--- src/rtl/maxpool2x2.sv ---
// maxpool2x2: stride-2 2x2 signed max-pool over a channel-major map in temp BRAM.
// Define MAXPOOL_RELU_EN to clamp each pooled result at zero (fused ReLU).
module maxpool2x2 #(
    parameter int DATA_W   = 8,
    parameter int ADDR_W   = 16,
    parameter int IN_W     = 14,
    parameter int IN_H     = 14,
    parameter int CH       = 6,
    parameter int SRC_BASE = 0,
    parameter int DST_BASE = 1176
) (
    input  logic              clk,
    input  logic              rst,
    input  logic              start,
    output logic              done,
    output logic              busy,
    output logic [ADDR_W-1:0] BRAM_TEMP_ADDR,
    output logic              BRAM_TEMP_EN,
    output logic              BRAM_TEMP_WE,
    output logic [DATA_W-1:0] BRAM_TEMP_DIN,
    input  logic [DATA_W-1:0] BRAM_TEMP_DOUT
);

    typedef enum logic [2:0] {
        S_IDLE,
        S_RD0,
        S_RD1,
        S_RD2,
        S_RD3,
        S_WR,
        S_DONE
    } state_t;

    localparam int OW = IN_W / 2;
    localparam int OH = IN_H / 2;

    localparam logic [ADDR_W-1:0] OW_LAST  = ADDR_W'(OW - 1);
    localparam logic [ADDR_W-1:0] OH_LAST  = ADDR_W'(OH - 1);
    localparam logic [ADDR_W-1:0] CH_LAST  = ADDR_W'(CH - 1);
    localparam logic [ADDR_W-1:0] ROW_W    = ADDR_W'(IN_W);
    localparam logic [ADDR_W-1:0] ROW_STEP = ADDR_W'(2 * IN_W);
    localparam logic [ADDR_W-1:0] CH_STEP  = ADDR_W'(IN_H * IN_W);
    localparam logic [ADDR_W-1:0] SRC_A    = ADDR_W'(SRC_BASE);
    localparam logic [ADDR_W-1:0] DST_A    = ADDR_W'(DST_BASE);
    localparam logic [ADDR_W-1:0] ONE      = ADDR_W'(1);
    localparam logic [ADDR_W-1:0] TWO      = ADDR_W'(2);

    state_t state_q, state_d;

    logic [ADDR_W-1:0] ox_q, ox_d;
    logic [ADDR_W-1:0] oy_q, oy_d;
    logic [ADDR_W-1:0] c_q, c_d;
    logic [ADDR_W-1:0] ch_q, ch_d;
    logic [ADDR_W-1:0] row_q, row_d;
    logic [ADDR_W-1:0] win_q, win_d;
    logic [ADDR_W-1:0] dst_q, dst_d;
    logic [DATA_W-1:0] acc_q, acc_d;

    logic [DATA_W-1:0] pooled;
    logic [DATA_W-1:0] wr_data;
    logic              last;

    function automatic logic [DATA_W-1:0] smax(
        input logic [DATA_W-1:0] a,
        input logic [DATA_W-1:0] b
    );
        return ($signed(a) > $signed(b)) ? a : b;
    endfunction

    always_comb begin
        pooled = smax(acc_q, BRAM_TEMP_DOUT);
`ifdef MAXPOOL_RELU_EN
        wr_data = pooled[DATA_W-1] ? '0 : pooled;
`else
        wr_data = pooled;
`endif
    end

    assign last = (ox_q == OW_LAST) && (oy_q == OH_LAST) && (c_q == CH_LAST);
    assign busy = (state_q != S_IDLE);
    assign done = (state_q == S_DONE);

    always_comb begin
        state_d        = state_q;
        ox_d           = ox_q;
        oy_d           = oy_q;
        c_d            = c_q;
        ch_d           = ch_q;
        row_d          = row_q;
        win_d          = win_q;
        dst_d          = dst_q;
        acc_d          = acc_q;
        BRAM_TEMP_ADDR = '0;
        BRAM_TEMP_EN   = 1'b0;
        BRAM_TEMP_WE   = 1'b0;
        BRAM_TEMP_DIN  = '0;

        unique case (state_q)
            S_IDLE: begin
                if (start) begin
                    state_d = S_RD0;
                    ox_d    = '0;
                    oy_d    = '0;
                    c_d     = '0;
                    ch_d    = SRC_A;
                    row_d   = SRC_A;
                    win_d   = SRC_A;
                    dst_d   = DST_A;
                end
            end
            S_RD0: begin
                BRAM_TEMP_EN   = 1'b1;
                BRAM_TEMP_ADDR = win_q;
                state_d        = S_RD1;
            end
            S_RD1: begin
                BRAM_TEMP_EN   = 1'b1;
                BRAM_TEMP_ADDR = win_q + ONE;
                acc_d          = BRAM_TEMP_DOUT;
                state_d        = S_RD2;
            end
            S_RD2: begin
                BRAM_TEMP_EN   = 1'b1;
                BRAM_TEMP_ADDR = win_q + ROW_W;
                acc_d          = pooled;
                state_d        = S_RD3;
            end
            S_RD3: begin
                BRAM_TEMP_EN   = 1'b1;
                BRAM_TEMP_ADDR = win_q + ROW_W + ONE;
                acc_d          = pooled;
                state_d        = S_WR;
            end
            S_WR: begin
                BRAM_TEMP_EN   = 1'b1;
                BRAM_TEMP_WE   = 1'b1;
                BRAM_TEMP_ADDR = dst_q;
                BRAM_TEMP_DIN  = wr_data;
                dst_d          = dst_q + ONE;
                state_d        = last ? S_DONE : S_RD0;
                // Row/channel bases are tracked so an odd trailing column/row is skipped
                if (ox_q == OW_LAST) begin
                    ox_d = '0;
                    if (oy_q == OH_LAST) begin
                        oy_d  = '0;
                        c_d   = c_q + ONE;
                        ch_d  = ch_q + CH_STEP;
                        row_d = ch_q + CH_STEP;
                        win_d = ch_q + CH_STEP;
                    end else begin
                        oy_d  = oy_q + ONE;
                        row_d = row_q + ROW_STEP;
                        win_d = row_q + ROW_STEP;
                    end
                end else begin
                    ox_d  = ox_q + ONE;
                    win_d = win_q + TWO;
                end
            end
            S_DONE: begin
                state_d = S_IDLE;
            end
            default: begin
                state_d = S_IDLE;
            end
        endcase
    end

    always_ff @(posedge clk) begin
        if (rst) begin
            state_q <= S_IDLE;
            ox_q    <= '0;
            oy_q    <= '0;
            c_q     <= '0;
            ch_q    <= '0;
            row_q   <= '0;
            win_q   <= '0;
            dst_q   <= '0;
            acc_q   <= '0;
        end else begin
            state_q <= state_d;
            ox_q    <= ox_d;
            oy_q    <= oy_d;
            c_q     <= c_d;
            ch_q    <= ch_d;
            row_q   <= row_d;
            win_q   <= win_d;
            dst_q   <= dst_d;
            acc_q   <= acc_d;
        end
    end

endmodule

--- config.mk ---
export PLATFORM = sky130hd
export DESIGN_NAME = maxpool2x2
export DESIGN_NICKNAME = d
export VERILOG_FILES = /design/src/rtl/maxpool2x2.sv
export SDC_FILE = /design/constraint.sdc
export NUM_CORES = 1
export LEC_CHECK = 0
export ABC_AREA = 0
export ABC_CLOCK_PERIOD_IN_PS = 3550
export BUFFER_PORTS_ARGS = -buffer_cell sky130_fd_sc_hd__buf_4
export CAP_MARGIN = 20
export CORE_MARGIN = 3
export CORE_UTILIZATION = 55
export DETAILED_ROUTE_END_ITERATION = 16
export HOLD_SLACK_MARGIN = 0.03
export PLACE_DENSITY_LB_ADDON = 0.3
export REMOVE_ABC_BUFFERS = 1
export SLEW_MARGIN = 20
export SYNTH_ARGS = -nofsm -noshare
export SYNTH_HDL_FRONTEND = slang
export SYNTH_SLANG_ARGS = --single-unit
--- constraint.sdc ---
create_clock -name clk -period 3.55 [get_ports clk]
set_input_delay 0.71 -clock clk [delete_from_list [all_inputs] [get_ports clk]]
set_output_delay 0.71 -clock clk [all_outputs]
set_load 0.03 [all_outputs]
## After elaboration in Yosys (flattened, before gate mapping)

Cells that the tools add are included.

| cells by class | value |
|---|---|
| add/subtract/negate cells | 10 |
| $lt $le $gt $ge | 1 |
| equality and inequality tests | 12 |
| muxes and demuxes | 28 |
| reductions and logical operators | 11 |

Operators by type and width:

| kind | count |
|---|---|
| 16-bit case mux with 2 select lines | 7 |
| 16-bit 2-to-1 mux | 12 |
| 16-bit by 1-bit adder with 16-bit output, second input constant | 6 |
| 16-bit case mux with 5 select lines | 1 |
| 16-bit by 3-bit == test with 1-bit output, second input constant | 3 |
| 3-bit case mux with 6 select lines | 1 |
| 16-bit by 2-bit adder with 16-bit output, second input constant | 1 |
| 16-bit by 4-bit adder with 16-bit output, second input constant | 1 |
| 16-bit by 5-bit adder with 16-bit output, second input constant | 1 |
| 16-bit by 8-bit adder with 16-bit output, second input constant | 1 |
| 8-bit 2-to-1 mux | 2 |
| 8-bit case mux with 2 select lines | 1 |
| 3-bit == test, second input constant | 3 |
| 8-bit > comparator | 1 |
| 3-bit by 2-bit == test with 1-bit output, second input constant | 2 |
| 3-bit 2-to-1 mux | 2 |
| 2-bit inequality test, second input constant | 3 |
| 5-bit OR reduction | 1 |
| 4-bit AND reduction | 1 |
| 2-bit nonzero test | 2 |
| 3-bit by 1-bit == test with 1-bit output, second input constant | 1 |
| 3-bit zero test | 1 |
| 3-bit AND reduction | 1 |
| 3-bit nonzero test | 1 |
| other kinds (4) | 6 |

| word-level totals | value |
|---|---|
| flip-flop bits (word level) | 123 |
| input port bits | 11 |
| output and inout port bits | 28 |
| word-level logic and storage cells | 71 |

## Logic depth before layout (Yosys ltp)

| logic depth | value |
|---|---|
| depth after elaboration | 5 |
| gate-level depth with buffers | 11 |

## Worst setup path before layout

Ideal clock, no wire load.

| timing path | value |
|---|---|
| path type | register to output |
| start | reg win_q[1] |
| end | out BRAM_TEMP_ADDR[13] |
| arrival time | 3.078 ns |
| required time | 2.840 ns |
| path slack | -0.238 ns |
| stages on the path, launching flop included | 10 |
| buffers on the path | 1 |
| cell sequence | dfxtp_1 -> clkbuf_1 -> inv_1 -> ha_1 -> nor2b_1 -> or4b_1 -> nor3_1 -> xnor2_1 -> and3_1 -> o31ai_1 |

| on the way | value |
|---|---|
| longest elaborated chain between the ends | 3 |
| elaborated cells between the ends (all ways) | 4 |
| those cells by class | add/sub: 3; mux: 1 |

Ends and longest elaborated chain:

| element | RTL line | text |
|---|---|---|
| start, declared | 55 | `logic [ADDR_W-1:0] win_q, win_d;` |
| start signal, assigned | 187 | `win_q <= win_d;` |
| 16-bit by 4-bit adder with 16-bit output | 124, 130 |  |
| 16-bit by 1-bit adder with 16-bit output | 130 | `BRAM_TEMP_ADDR = win_q + ROW_W + ONE;` |
| 16-bit case mux with 5 select lines * | 98 | `unique case (state_q)` |
| end, declared | 17 | `output logic [ADDR_W-1:0] BRAM_TEMP_ADDR,` |

Mark *: on every way between the ends. The rest lies on a longest branch, timed or not.

## Worst setup path in the final report

| timing path | value |
|---|---|
| start | reg state_q[0] |
| end | out BRAM_TEMP_ADDR[11] |

| on the way | value |
|---|---|
| longest elaborated chain between the ends | 2 |
| elaborated cells between the ends (all ways) | 6 |
| those cells by class | eq/ne: 5; mux: 1 |

Ends and longest elaborated chain:

| element | RTL line | text |
|---|---|---|
| start, declared | 48 | `state_t state_q, state_d;` |
| start signal, assigned | 181 | `state_q <= state_d;` |
| 3-bit == test, or another cell as far along | 98 |  |
| 16-bit case mux with 5 select lines * | 98 |  |

Marked as above.

==> impl_summary.md <==
Placed design
Counting tap cells, the placed design contains a total of between 1000 and 1500 instances. The pre-CTS setup slack is 0.340 ns. The HPWL after detailed placement is 15.4 mm. The final weighted congestion of routability-driven global placement is 0.945.

The count of buffers inserted at the top-level ports is 38.

Floorplanning
The die is 129 µm tall. The die width is 129 µm. The number of primary I/O pins is 39. The initial utilization of the core area, before any placement, comes to 56.5%.

The area of the die is 16600 µm². The area inside the core boundary is 14600 µm². The number of rows created at floorplan is between 40 and 50.

Setup path
The critical path required time is 2.84 ns. The endpoint kind of the worst setup timing path is a primary output. The critical path startpoint category is a flop. The kind of critical path is reg -> out. The critical path goes through or3b_4 -> buf_12 -> or3_4 -> a21boi_4 -> nand2_2 -> or4_1 -> a32o_2 -> buf_6.

The slowest stage cell on the critical path is or3b_4. The top fanout value on the critical path is 15. The biggest cell delay along the critical path is roughly 0.41 ns.

The sum of buffers and inverters on the critical path is 2. The kind of cell with the highest combined delay along the critical path is simple AND/OR/NAND/NOR gates. STA puts the critical path data arrival time at about 2.8 ns.

Logic synthesis
For this run, the number of Yosys warnings is 0. The number of synthesized register bits is 121. The gate count after technology mapping is 1110. The post-synthesis cell area is 8280 µm². Synthesis instantiated 80 different standard cells from the library.

Sequential cells were found to cover between 20% and 30% of the synthesized design area. Averaged over all synthesized cells, the footprint is 7.46 µm². Yosys mapped a number of flops with a built-in enable equal to 0.

For this run, the leading register cell type out of synthesis is dfxtp_1. Counting flops with an async set or reset pin after synthesis yields a share of 0%.

GRT
The global-route wire length before repair is around 37 mm. In the global route stage, overall resource usage came out at between 20 and 30%. The largest net degree at the start of global routing is 82. Global routing finished with a remaining overflow of 0.

The initial antenna violation count was 0. The number of global-route vias before repair came to 7684.

Pwr
IR analysis of the VDD net gives a maximum drop of 0.321 mV. The portion of total power attributed to the clock network is 50.9%. The internal power of the cells totals roughly 2.6 mW. Sequential cells burn 39.4% of the power. In this run the power spent charging and discharging nets is 911 µW. The total power density per cell area is 364 nW/µm². The analysis attributes to cell leakage a power of 3.42 nW. The share of total power dissipated in combinational logic is about a tenth. Net switching is between 20% and 30% of the power.

Drt
The number of detailed-route iterations in the first pass is 8. The via-per-instance ratio is 6.31. For this block, the initial DRC count from the detailed router was 902.

Dividing the detail-routed wire length by the instance count gives between 15 and 20 µm. In this run the remaining antenna-violating nets after routing total 0. The final routed wirelength across all metal layers is ~23 mm.

The detailed router placed 8549 vias in this run. In the routed design, unresolved DRC markers number 0.

CTS
The number of CTS-inserted buffers is 17. Clock-pin slew was measured on the worst setup and hold paths at 0.06 ns. TritonCTS built the clock tree. The library cell used as clock root buffer is clkbuf_16. The number of sinks on the clock net is ~120. The clock passes through at most 2 buffers. The clock insertion delay at the later pin of the skew report is about 0.42 ns. The number of levels the H-tree was split into is 4. Hold repair after CTS inserted 0 buffers.

Flow run
Max-cap violations in this run came to 0.

STA
Once routing completed, OpenROAD measured the worst setup slack at approximately 0.0054 ns. Setup violations remaining at the end of the flow were counted as 0. The total count of hold-check failures in the final report is 0. The final count of pins violating max slew is 0. Setup repair after global routing could not meet its margin everywhere.

Adding up every negative setup slack in the final design gives 0 ns. The worst slew margin relative to its limit is 35.8%. The shortest clock period the worst path allows after layout is about 3.5 ns.

At the pin with the least slew margin, the transition time is 0.957 ns. The highest attainable clock frequency is 282 MHz. The clock tree skew after final layout is 0.0102 ns. The final worst-path cycle share is 99.8%.

Run status
The run finished with clean final reports.

Hold path
The worst hold path class is reg -> reg.

Layout
The number of fillers in the final layout is 1209. The area taken by flip-flops and latches is 2440 µm². Leaving out fill and tap cells, the most frequent cells in the layout are nor2_1, dfxtp_1, buf_4.

0 antenna diodes ended up in the layout. Of the cells placed in the final design, the portion with a size suffix greater than 1 is 16.9%. Summing all multi-input logic gate instances after layout gives 5580 µm². Compared with the post-synthesis result, the final layout area differs by 18.0%. The fraction of the core area covered by cells at the end of the flow is about 67%. The final layout contains roughly 1200 nets. After the flow finishes, the layout carries non-filler instances totaling between 1000 and 1500. Leaving out fill and tap cells, the most frequent cell in the layout is nor2_1.
-- logic make-up (layout without fill, tap and decap cells) --
logic type	after synthesis	count (layout)	synth area share (%)
AO/OA/AOI/OAI	302	302	22.9
AND/OR/NAND/NOR	475	475	29.9
adder cells (fa/ha/maj)	20	20	3.02
multiplexers	23	23	2.87
XOR/XNOR	66	66	6.98
buffers and inverters	103	163	5.09
flip-flops	121	121	29.3
-- registers in the layout (all words and copies together) (netlist names) --
name	flops
acc_q	8
c_q	16
ch_q	14
dst_q	16
ox_q	16
oy_q	16
row_q	16
state_q	3
win_q	16
-- synth_stat cells (all sizes together) (13+ instances only) --
master	instances	area [µm²]
or3	21	141
nand3	58	290
a21oi	98	494
buf	18	103
nand2	91	347
xnor2	34	298
and2	14	87.6
o22ai	18	113
xor2	32	280
nor4	13	93.8
o211ai	13	97.6
a31oi	21	131
ha	20	250
o21ai	75	375
clkbuf	56	210
and3	24	150
nor3	45	230
mux2i	17	170
inv	29	109
dfxtp	121	2420
nand4	18	113
nor2	116	438
-- routing by layer --
| layer | part of all wire (%) | global-route usage (%) | routed length [µm] |
|---|---|---|---|
| met1 | 45 | 37.0 | 10400 |
| met2 | 46 | 43.4 | 10800 |
| met3 | 6.8 | 5.52 | 1590 |
| met4 | 2.5 | 11.2 | 592 |
| met5 | 0 | 0 | 0 |
-- cell type report --
class,instances,area share [%]
flip-flops and latches,121,25.0
multi-input cells,886,57.0
clock buffers,20,4.67
inverters,29,1.11
well taps,184,2.36
repair buffers,102,8.12
clock inverters,12,1.69
-- power groups by stage --
stage,sequential [mW],clock [mW],combinational (mW)
CTS,1.40,1.83,0.335
global route,1.40,1.90,0.374
detailed placement,1.43,0,0.332
finish,1.40,1.81,0.343
global placement,1.43,0,0.328
floorplan,1.44,0,0.192
-- worst paths after layout --
kind	startpoint	end	slack [ns]	cells past startpoint
worst max-delay path	state_q[0]$_SDFFE_PP0P_	BRAM_TEMP_ADDR[11]	0.005	8
worst min-delay path	row_q[0]$_SDFFE_PP0P_	row_q[0]$_SDFFE_PP0P_	0.43	2
worst min register to register	row_q[0]$_SDFFE_PP0P_	row_q[0]$_SDFFE_PP0P_	0.43	2
worst max register to register	state_q[2]$_SDFFE_PP0P_	win_q[4]$_SDFFE_PP0P_	0.47	8
-- metrics by stage --
step | total power, mW | instance area [µm²] | hold slack (ns)
after floorplan | 1.63 | 7970 | 0.409
after global placement | 1.76 | 8760 | 0.417
after detailed placement | 1.76 | 8760 | 0.421
after CTS | 3.56 | 9540 | 0.430
after global routing | 3.68 | 9770 | 0.449
final | 3.55 | 9770 | 0.432
-- tightest hold or removal path, delay by kind of cell (launching register included) --
family                 cells  cell delay [ns]
and+or+nand+nor            1             0.04
buffers and inverters      1             0.05
DFF                        1             0.31
-- what timing repair did --
| item | 4_1_cts | 5_1_grt |
|---|---|---|
| setup endpoints to repair | 4 | 5 |
| pin swaps | 11 | 12 |
| hold endpoints to repair | 0 | 0 |
| buffers inserted | 13 | 14 |
| gates resized for setup | 20 | 33 |
No activity file was read; power rests on OpenSTA's default activity.
